===== src/rtl/stein_pkg.sv =====
// Shared definitions for the Stein modular-inverse engine: FSM state encoding,
// default operand width and the bench completion timeout.
package stein_pkg;
  localparam int STEIN_W       = 8;
  localparam int STEIN_TIMEOUT = 200;

  typedef enum logic [2:0] {
    IDLE   = 3'd0,
    CHECK  = 3'd1,
    REDUCE = 3'd2,
    LOOP   = 3'd3,
    FINISH = 3'd4
  } state_e;
endpackage


===== src/rtl/stein_halve_mod.sv =====
// Modular halving: y = x/2 mod q for odd q, using (x+q)>>1 when x is odd.
module stein_halve_mod
  import stein_pkg::*;
#(
  parameter int W = STEIN_W
) (
  input  logic [W-1:0] x,
  input  logic [W-1:0] q,
  output logic [W-1:0] y
);
  logic [W:0] sum;

  always_comb begin
    sum = x[0] ? ({1'b0, x} + {1'b0, q}) : {1'b0, x};
    y   = W'(sum >> 1);
  end
endmodule


===== src/rtl/stein_mod_inverse.sv =====
// Clocked binary extended-GCD engine computing R = P^-1 mod Q with start/done handshake.
// Optional cycle counter output enabled by defining STEIN_INV_CYCLES_EN.
module stein_mod_inverse
  import stein_pkg::*;
#(
  parameter int W = STEIN_W
) (
  input  logic         clk,
  input  logic         rst,
  input  logic         start,
  input  logic [W-1:0] P,
  input  logic [W-1:0] Q,
  output logic [W-1:0] R,
  output logic         valid,
  output logic         busy,
  output state_e       state_dbg,
  output logic         done
`ifdef STEIN_INV_CYCLES_EN
  , output logic [15:0] cycles
`endif
);
  // Handshake: start is a one-cycle request honoured only in IDLE; busy covers
  // CHECK..LOOP; done pulses in FINISH, the cycle in which R/valid first show the result.
  state_e       state_q, state_d;
  logic [W-1:0] p_q, p_d, q_q, q_d;
  logic [W-1:0] u_q, u_d, v_q, v_d;
  logic [W-1:0] x1_q, x1_d, x2_q, x2_d;
  logic [W-1:0] r_q, r_d;
  logic         valid_q, valid_d;
  logic [W-1:0] x1_half, x2_half;
  logic [W:0]   x1_sub, x2_sub;

  stein_halve_mod #(.W(W)) u_halve_x1 (.x(x1_q), .q(q_q), .y(x1_half));
  stein_halve_mod #(.W(W)) u_halve_x2 (.x(x2_q), .q(q_q), .y(x2_half));

  // Differences are taken mod q, wrapping through q when they would go negative.
  always_comb begin
    x1_sub = (x1_q >= x2_q) ? ({1'b0, x1_q} - {1'b0, x2_q})
                            : ({1'b0, x1_q} + {1'b0, q_q} - {1'b0, x2_q});
    x2_sub = (x2_q >= x1_q) ? ({1'b0, x2_q} - {1'b0, x1_q})
                            : ({1'b0, x2_q} + {1'b0, q_q} - {1'b0, x1_q});
  end

  always_comb begin
    state_d = state_q;
    p_d     = p_q;
    q_d     = q_q;
    u_d     = u_q;
    v_d     = v_q;
    x1_d    = x1_q;
    x2_d    = x2_q;
    r_d     = r_q;
    valid_d = valid_q;
    case (state_q)
      IDLE: begin
        if (start) begin
          p_d     = P;
          q_d     = Q;
          state_d = CHECK;
        end
      end
      CHECK: begin
        if (!q_q[0] || (q_q < W'(3))) begin
          r_d     = '0;
          valid_d = 1'b0;
          state_d = FINISH;
        end else begin
          u_d     = p_q;
          v_d     = q_q;
          x1_d    = W'(1);
          x2_d    = '0;
          state_d = REDUCE;
        end
      end
      REDUCE: begin
        if (u_q >= q_q) u_d = u_q - q_q;
        else            state_d = LOOP;
      end
      LOOP: begin
        if (u_q == W'(1)) begin
          r_d     = x1_q;
          valid_d = 1'b1;
          state_d = FINISH;
        end else if (v_q == W'(1)) begin
          r_d     = x2_q;
          valid_d = 1'b1;
          state_d = FINISH;
        end else if (u_q == '0) begin
          r_d     = '0;
          valid_d = 1'b0;
          state_d = FINISH;
        end else if (!u_q[0]) begin
          u_d  = u_q >> 1;
          x1_d = x1_half;
        end else if (!v_q[0]) begin
          v_d  = v_q >> 1;
          x2_d = x2_half;
        end else if (u_q >= v_q) begin
          u_d  = u_q - v_q;
          x1_d = W'(x1_sub);
        end else begin
          v_d  = v_q - u_q;
          x2_d = W'(x2_sub);
        end
      end
      FINISH:  state_d = IDLE;
      default: state_d = IDLE;
    endcase
  end

  always_ff @(posedge clk) begin
    if (rst) begin
      state_q <= IDLE;
      p_q     <= '0;
      q_q     <= '0;
      u_q     <= '0;
      v_q     <= '0;
      x1_q    <= '0;
      x2_q    <= '0;
      r_q     <= '0;
      valid_q <= 1'b0;
    end else begin
      state_q <= state_d;
      p_q     <= p_d;
      q_q     <= q_d;
      u_q     <= u_d;
      v_q     <= v_d;
      x1_q    <= x1_d;
      x2_q    <= x2_d;
      r_q     <= r_d;
      valid_q <= valid_d;
    end
  end

  assign R         = r_q;
  assign valid     = valid_q;
  assign busy      = (state_q == CHECK) || (state_q == REDUCE) || (state_q == LOOP);
  assign done      = (state_q == FINISH);
  assign state_dbg = state_q;

`ifdef STEIN_INV_CYCLES_EN
  logic [15:0] cnt_q, cnt_d, cycles_q, cycles_d;

  // cnt_q is zero on CHECK entry, so cnt_q+1 in FINISH counts CHECK..FINISH inclusive.
  always_comb begin
    cnt_d    = (state_q == IDLE) ? 16'd0 : cnt_q + 16'd1;
    cycles_d = (state_q == FINISH) ? cnt_q + 16'd1 : cycles_q;
  end

  always_ff @(posedge clk) begin
    if (rst) begin
      cnt_q    <= '0;
      cycles_q <= '0;
    end else begin
      cnt_q    <= cnt_d;
      cycles_q <= cycles_d;
    end
  end

  assign cycles = cycles_q;
`endif
endmodule

===== config.mk =====
export PLATFORM = sky130hd
export DESIGN_NAME = stein_mod_inverse
export DESIGN_NICKNAME = d
export VERILOG_FILES = /design/src/rtl/stein_pkg.sv /design/src/rtl/stein_halve_mod.sv /design/src/rtl/stein_mod_inverse.sv
export SDC_FILE = /design/constraint.sdc
export NUM_CORES = 1
export LEC_CHECK = 0
export CAP_MARGIN = 20
export CELL_PAD_IN_SITES_DETAIL_PLACEMENT = 1
export CELL_PAD_IN_SITES_GLOBAL_PLACEMENT = 1
export CORE_ASPECT_RATIO = 1.5
export CORE_MARGIN = 2
export CORE_UTILIZATION = 51
export CTS_BUF_LIST = sky130_fd_sc_hd__clkbuf_4 sky130_fd_sc_hd__clkbuf_8
export DETAILED_ROUTE_END_ITERATION = 12
export GPL_ROUTABILITY_DRIVEN = 0
export PLACE_DENSITY_LB_ADDON = 0.1
export REMOVE_ABC_BUFFERS = 1
export SLEW_MARGIN = 25
export SYNTH_ARGS = -nofsm -noshare
export SYNTH_HDL_FRONTEND = slang
export SYNTH_SLANG_ARGS = --single-unit

===== constraint.sdc =====
create_clock -name clk -period 7.4 [get_ports clk]
set_clock_uncertainty 0.05 [all_clocks]
set_input_delay 1.11 -clock clk [delete_from_list [all_inputs] [get_ports clk]]
set_output_delay 1.11 -clock clk [all_outputs]
set_load 0.02 [all_outputs]

---- Word level (Yosys, flattened, before mapping) ----
Index checks and enable logic that the tools add are counted.
word-level totals
  bits in read-only memories .............. 0
  latch bits .............................. 0
  memories ................................ 0
  bits in writable memories ............... 0
  bits in registers ....................... 60
cells by class
  order comparisons ....................... 5
  div/mod/pow operators ................... 0
  equality and inequality tests ........... 19
  reductions and logical operators ........ 16
  muxes and demuxes ....................... 54
  $mul .................................... 0
  add/subtract/negate cells ............... 9
  shifts and indexed selects .............. 0
  bitwise logic cells ..................... 0
operators with widths
  operator                                                     count
  2-to-1 mux 8 bit                                             35
  one-hot mux 8 bit (2 select lines)                           4
  subtractor 8 bit                                             7
  >= comparator 8 bit                                          4
  one-hot mux 8 bit (3 select lines)                           1
  adder 8 x 8 -> 9 bit                                         2
  2-to-1 mux 3 bit                                             6
  2-to-1 mux 9 bit                                             2
  != test 2 bit (second input constant)                        9
  == test 8 x 1 -> 1 bit (second input constant)               2
  AND reduction 7 bit                                          2
  one-hot mux 3 bit (4 select lines)                           1
  AND reduction 6 bit                                          2
  != test 3 bit (second input constant)                        3
  zero test 8 bit                                              1
  less-than comparator 8 x 2 -> 1 bit (second input constant)  1
  AND reduction 8 bit                                          1
  == test 3 x 2 -> 1 bit (second input constant)               2
  AND reduction 3 bit                                          2
  2-to-1 mux 1 bit                                             4
  != test 4 bit (second input constant)                        1
  == test 3 x 1 -> 1 bit (second input constant)               1
  == test 3 bit (second input constant)                        1
  zero test 3 bit                                              1
  6 further kinds                                              8

---- Logic depth before layout (Yosys ltp) ----
  depth in word-level cells ............... 10
  gate-level depth with buffers ........... 14

---- Modules after synthesis ----
From an unflattened synthesis, not the netlist that was laid out.
second synthesis, totals
  cell total of the unflattened synthesis .. 862
  area, all modules ....................... 6775.2 um2
modules (own cells, without submodules)
  module             area an instance (um2)  cells an instance  instances
  stein_mod_inverse  5861.9                  738                1
  stein_halve_mod    456.7                   62                 2

---- Worst setup path after synthesis ----
Ideal clock, no wire load.
  path type ............................... reg-to-reg
  start ................................... register q_q[0]
  end ..................................... register x1_q[7]
  arrival ................................. 3.004 ns
  required time ........................... 7.225 ns
  path slack .............................. 4.221 ns
  library setup time ...................... 0.125 ns
  stages on the path, launching flop included .. 14
  cells stage by stage .................... dfxtp_1 -> ha_1 -> fa_1 -> a21oi_1 -> o21ai_0 -> o21a_1 -> or3_1 -> and2_1 -> ha_1 -> or3_1 -> o211ai_1 -> xnor3_1 -> nand2_1 -> a211oi_2
between the ends
  word-level cells in the longest chain between the ends .. 10
  elaborated cells on any way between the ends .. 16
  those cells by class .................... add/sub (2); order compare (1); eq/ne (1); mux (9); reduce/logical (3)
RTL lines
  element                             line                      source
  start, declared                     stein_mod_inverse.sv:25   logic [W-1:0] p_q, p_d, q_q, q_d;
  start signal, assigned              stein_mod_inverse.sv:125  q_q <= q_d;
  adder 8 x 8 -> 9 bit                stein_mod_inverse.sv:39   : ({1'b0, x1_q} + {1'b0, q_q} - {1'b0, x2_q});
  subtractor 8 bit                    stein_mod_inverse.sv:39
  2-to-1 mux 8 bit                    stein_mod_inverse.sv:38   x1_sub = (x1_q >= x2_q) ? ({1'b0, x1_q} - {1'b0, x2_q})
  2-to-1 mux 8 bit                    stein_mod_inverse.sv:98   end else if (u_q >= v_q) begin
  2-to-1 mux 8 bit                    stein_mod_inverse.sv:95   end else if (!v_q[0]) begin
  2-to-1 mux 8 bit                    stein_mod_inverse.sv:92   end else if (!u_q[0]) begin
  2-to-1 mux 8 bit                    stein_mod_inverse.sv:88   end else if (u_q == '0) begin
  2-to-1 mux 8 bit                    stein_mod_inverse.sv:84   end else if (v_q == W'(1)) begin
  2-to-1 mux 8 bit                    stein_mod_inverse.sv:80   if (u_q == W'(1)) begin
  one-hot mux 8 bit (2 select lines)  stein_mod_inverse.sv:54   case (state_q)
  end signal, assigned                stein_mod_inverse.sv:118  x1_q <= '0;
  end signal, assigned                stein_mod_inverse.sv:128  x1_q <= x1_d;
  end, declared                       stein_mod_inverse.sv:27   logic [W-1:0] x1_q, x1_d, x2_q, x2_d;
Parallel ways exist; a longest one is shown, timed or not. The select of a mux whose other input is x is not followed.
A chain may end at the register's enable or synchronous reset.

---- Final worst setup path ----
  start ................................... register x1_q[0]
  end ..................................... register x1_q[7]
between the ends
  word-level cells in the longest chain between the ends .. 10
  elaborated cells on any way between the ends .. 13
  those cells by class .................... add/sub (3); order compare (1); mux (9)
RTL lines
  element                                 line
  adder 8 x 8 -> 9 bit                    stein_mod_inverse.sv:39
  subtractor 8 bit                        stein_mod_inverse.sv:39
  2-to-1 mux 8 bit                        stein_mod_inverse.sv:38
  2-to-1 mux 8 bit                        stein_mod_inverse.sv:98
  2-to-1 mux 8 bit                        stein_mod_inverse.sv:95
  2-to-1 mux 8 bit (*)                    stein_mod_inverse.sv:92
  2-to-1 mux 8 bit (*)                    stein_mod_inverse.sv:88
  2-to-1 mux 8 bit (*)                    stein_mod_inverse.sv:84
  2-to-1 mux 8 bit (*)                    stein_mod_inverse.sv:80
  one-hot mux 8 bit (2 select lines) (*)  stein_mod_inverse.sv:54
Mark *: on every way between the ends. The rest lies on a longest branch, timed or not. The select of a mux whose other input is x is not followed.

==> run metrics <==
Port Buffers=32; part of the cycle the worst path needs=50.9%; Cell Rows=49; synthesized cell area=6280 um2; Iter 0 DRT Violations=291; Final #Nets=911; CP Cell Sequence=ha_1, fa_1, a21oi_1, o21ai_0, o21a_1, or3_1, and2_1, ha_1, nor3_1, nand3_1, o211ai_1, xnor3_1, nand2_1, a211oi_2; Setup CP Type=register to register; TritonCTS sink count=60; async set or reset register ratio after synthesis=0%; Setup-failing EPs final=0; Worst Tran Pin Value=0.946 ns; number of global-route vias before repair=6598; layout cells sized above 1=6.23%; GRT Residual Overflow=0; worst vdd ir=0.0979 mV; Synth area leaders=dfxtp_1 (19%), ha_1 (14%), a21oi_1 (5.3%); Die W=94.6 um; Buf/Inv on CP=0; Clk Latency, worst-skew pair=0.36 ns; Hold Slack=0.410 ns; DRC viols=0; R2R cell count=14; core area=12000 um2; nature of the critical path startpoint=register; Mean Syn Cell Area=7.82 um2; Vias/cell=6.48; min-delay worst type=register to register; WP data required=7.59 ns; DIE AREA=13200 um2; post-synthesis register bit count=60; TritonCTS Buffers=9; synth warn=0; min Tclk post-route=3.76 ns; Rel. slew slack=36.7%; final hold vios=0; clock slew at reported path FFs=0.07 ns; hold path start=p_q[7]; Mapped Cells=803; global-route wire length before repair=34900 um; register area share after synthesis=19.1%; Root Driver=clkbuf_8; Setup TNS Final=0 ns; final wirelength=22100 um; post-route insts no fill=971; post-synth cell types=88; initial antenna violation count=0; post-CTS setup buffers=0; Post-CTS Resized=0; via count=6289; Top delay family on crit path=adder cells; starting density of the core=52.3%; Crit. Startpoint=x1_q[0]; hpwl dp=17100 um; drt first pass iters=7; P_leak=0.00261 uW; Reg2Reg Setup Slack=3.64 ns; Slew Limit Fails=0; Max-Cap Viols=0; outcome=complete, no violations; ANT nets after route=0; slowest CP cell=dfxtp_1; I/O Pins=33; CP peak stage delay=0.48 ns; Area Overhead vs Synth=9.19%; # fillers=1504; dpl cells=955; EDFF count, synth=0; Longest Clk Path Bufs=2; RSZ-0062 raised after global routing=no; CP Data Arrival Time=3.96 ns; f_max=0.266 GHz; crit path capture type=register; average wire per standard cell=22.7 um; ANT cells=0; Synth Flop Type=dfxtp_1; GRT Total Usage=34.1%; H-tree levels=3; worst reg2reg path startpoint=x1_q[0]; most frequent CP cell=ha_1; post-synth top area cell=dfxtp_1; top-area cell type share of the netlist area=19.1%; cts hold-fix bufs=0; CTS tree=yes; worst reg2reg path endpoint=x1_q[7]; Endpoint, Worst Hold=p_q[7]; critical path peak fanout=13; pwr dens=143 nW/um2; WHS Path Cells=2; largest net degree at the start of global routing=59; die height=140 um
## synthesized netlist by cell type (6+ instances only)
cell / instances
ha_1: 70
nand3_1: 15
o21ai_0: 46
nand2b_1: 6
and3_1: 6
xor2_1: 15
o21bai_1: 6
dfxtp_1: 60
fa_1: 9
nor2_1: 63
nor3_1: 15
clkbuf_1: 21
a22oi_1: 10
o21a_1: 12
nor2b_1: 11
a211oi_1: 15
a31oi_1: 8
inv_1: 67
buf_2: 9
o211ai_1: 9
nand2_1: 80
or3_1: 8
a311oi_1: 9
a21o_1: 14
a21oi_1: 66
mux2i_1: 16
xnor2_1: 23
## worst max-delay path by stage
stage	end	slack, ns	depth (start not counted)
after CTS	x1_q[7]	3.65	14
after floorplan	x1_q[7]	4.11	13
after detailed placement	x1_q[7]	3.75	14
final	x1_q[7]	3.64	14
after global placement	x1_q[7]	3.92	13
after global routing	x1_q[6]	3.49	14
## area by class of cell
type | instances | area, um2 | area share (%)
Clock buffer | 13 | 179 | 2.61
Clock inverter | 3 | 42.5 | 0.620
Inverter | 68 | 255 | 3.72
Multi-Input combinational cell | 639 | 4650 | 67.8
Sequential cell | 60 | 1200 | 17.5
Tap cell | 153 | 191 | 2.79
Timing Repair Buffer | 35 | 340 | 4.96
## where the power goes
part | switching [uW] | internal, uW
sequential | 20.9 | 332
combinational | 163 | 123
clock | 149 | 192
## registers in the layout (all words and copies together) (netlist names)
register and cells:
v_q 8, x1_q 8, p_q 8, valid 1, x2_q 8, u_q 8
R 8, q_q 8, state_dbg 3
## stage by stage
stage / total power, uW / area [um2] / worst slack, ns / utilization [%]
2_1_floorplan: 554 / 6090 / 4.11 / -
3_3_place_gp: 626 / 6630 / 3.92 / 55.2
3_5_place_dp: 640 / 6630 / 3.75 / 55.2
4_1_cts: 979 / 6850 / 3.65 / 57.0
5_1_grt: 1020 / 6860 / 3.49 / 57.1
6_report: 980 / 6860 / 3.64 / 57.1
## cells in the final DEF, fill, tap and decap left out, drive strengths merged, types with 4 or more instances in the layout
cell           count
a21boi             5
nor2b             11
inv               67
nor3              16
ha                70
and3               7
mux2i             16
buf                4
o211ai             9
nand4              5
xor2              15
o2111ai            5
clkbuf            13
fa                 9
nand2             81
o21ai             52
a21oi             70
a31oi              8
a21o              16
xnor2             23
or3                8
dfxtp             60
o21bai             6
a211o              6
a211oi            19
clkdlybuf4s50     31
a22oi             10
a311oi             9
nand2b             6
nor2              64
o21a              13
nand3             16
## kinds of logic (layout without fill, tap and decap cells)
logic type	after synthesis	after routing	synth area share, %
DFF	60	60	19.1
adders and majority gates	79	79	16.8
xor gates and xnor gates	40	40	6.02
buffers and inverters	104	119	7.05
AOI/OAI and AO/OA	270	270	30.6
muxes	17	17	2.73
and+or+nand+nor	233	233	17.6
## routing by layer
layer / vias up / part of all wire, % / track usage, % / routed length [um]
met1: 3058 / 37 / 35.5 / 8150
li1: 2928 / - / - / -
met2: 192 / 52 / 61.4 / 11500
met5: - / 0 / 0 / 0
met3: 111 / 3.7 / 5.00 / 809
met4: 0 / 7.4 / 23.2 / 1640
## worst min-delay path, stage by stage, from the launching register on
cell	delay (ns)
dfxtp_1	0.31
nand2_1	0.05
a21oi_1	0.05
No activity file was read; power rests on OpenSTA's default activity.
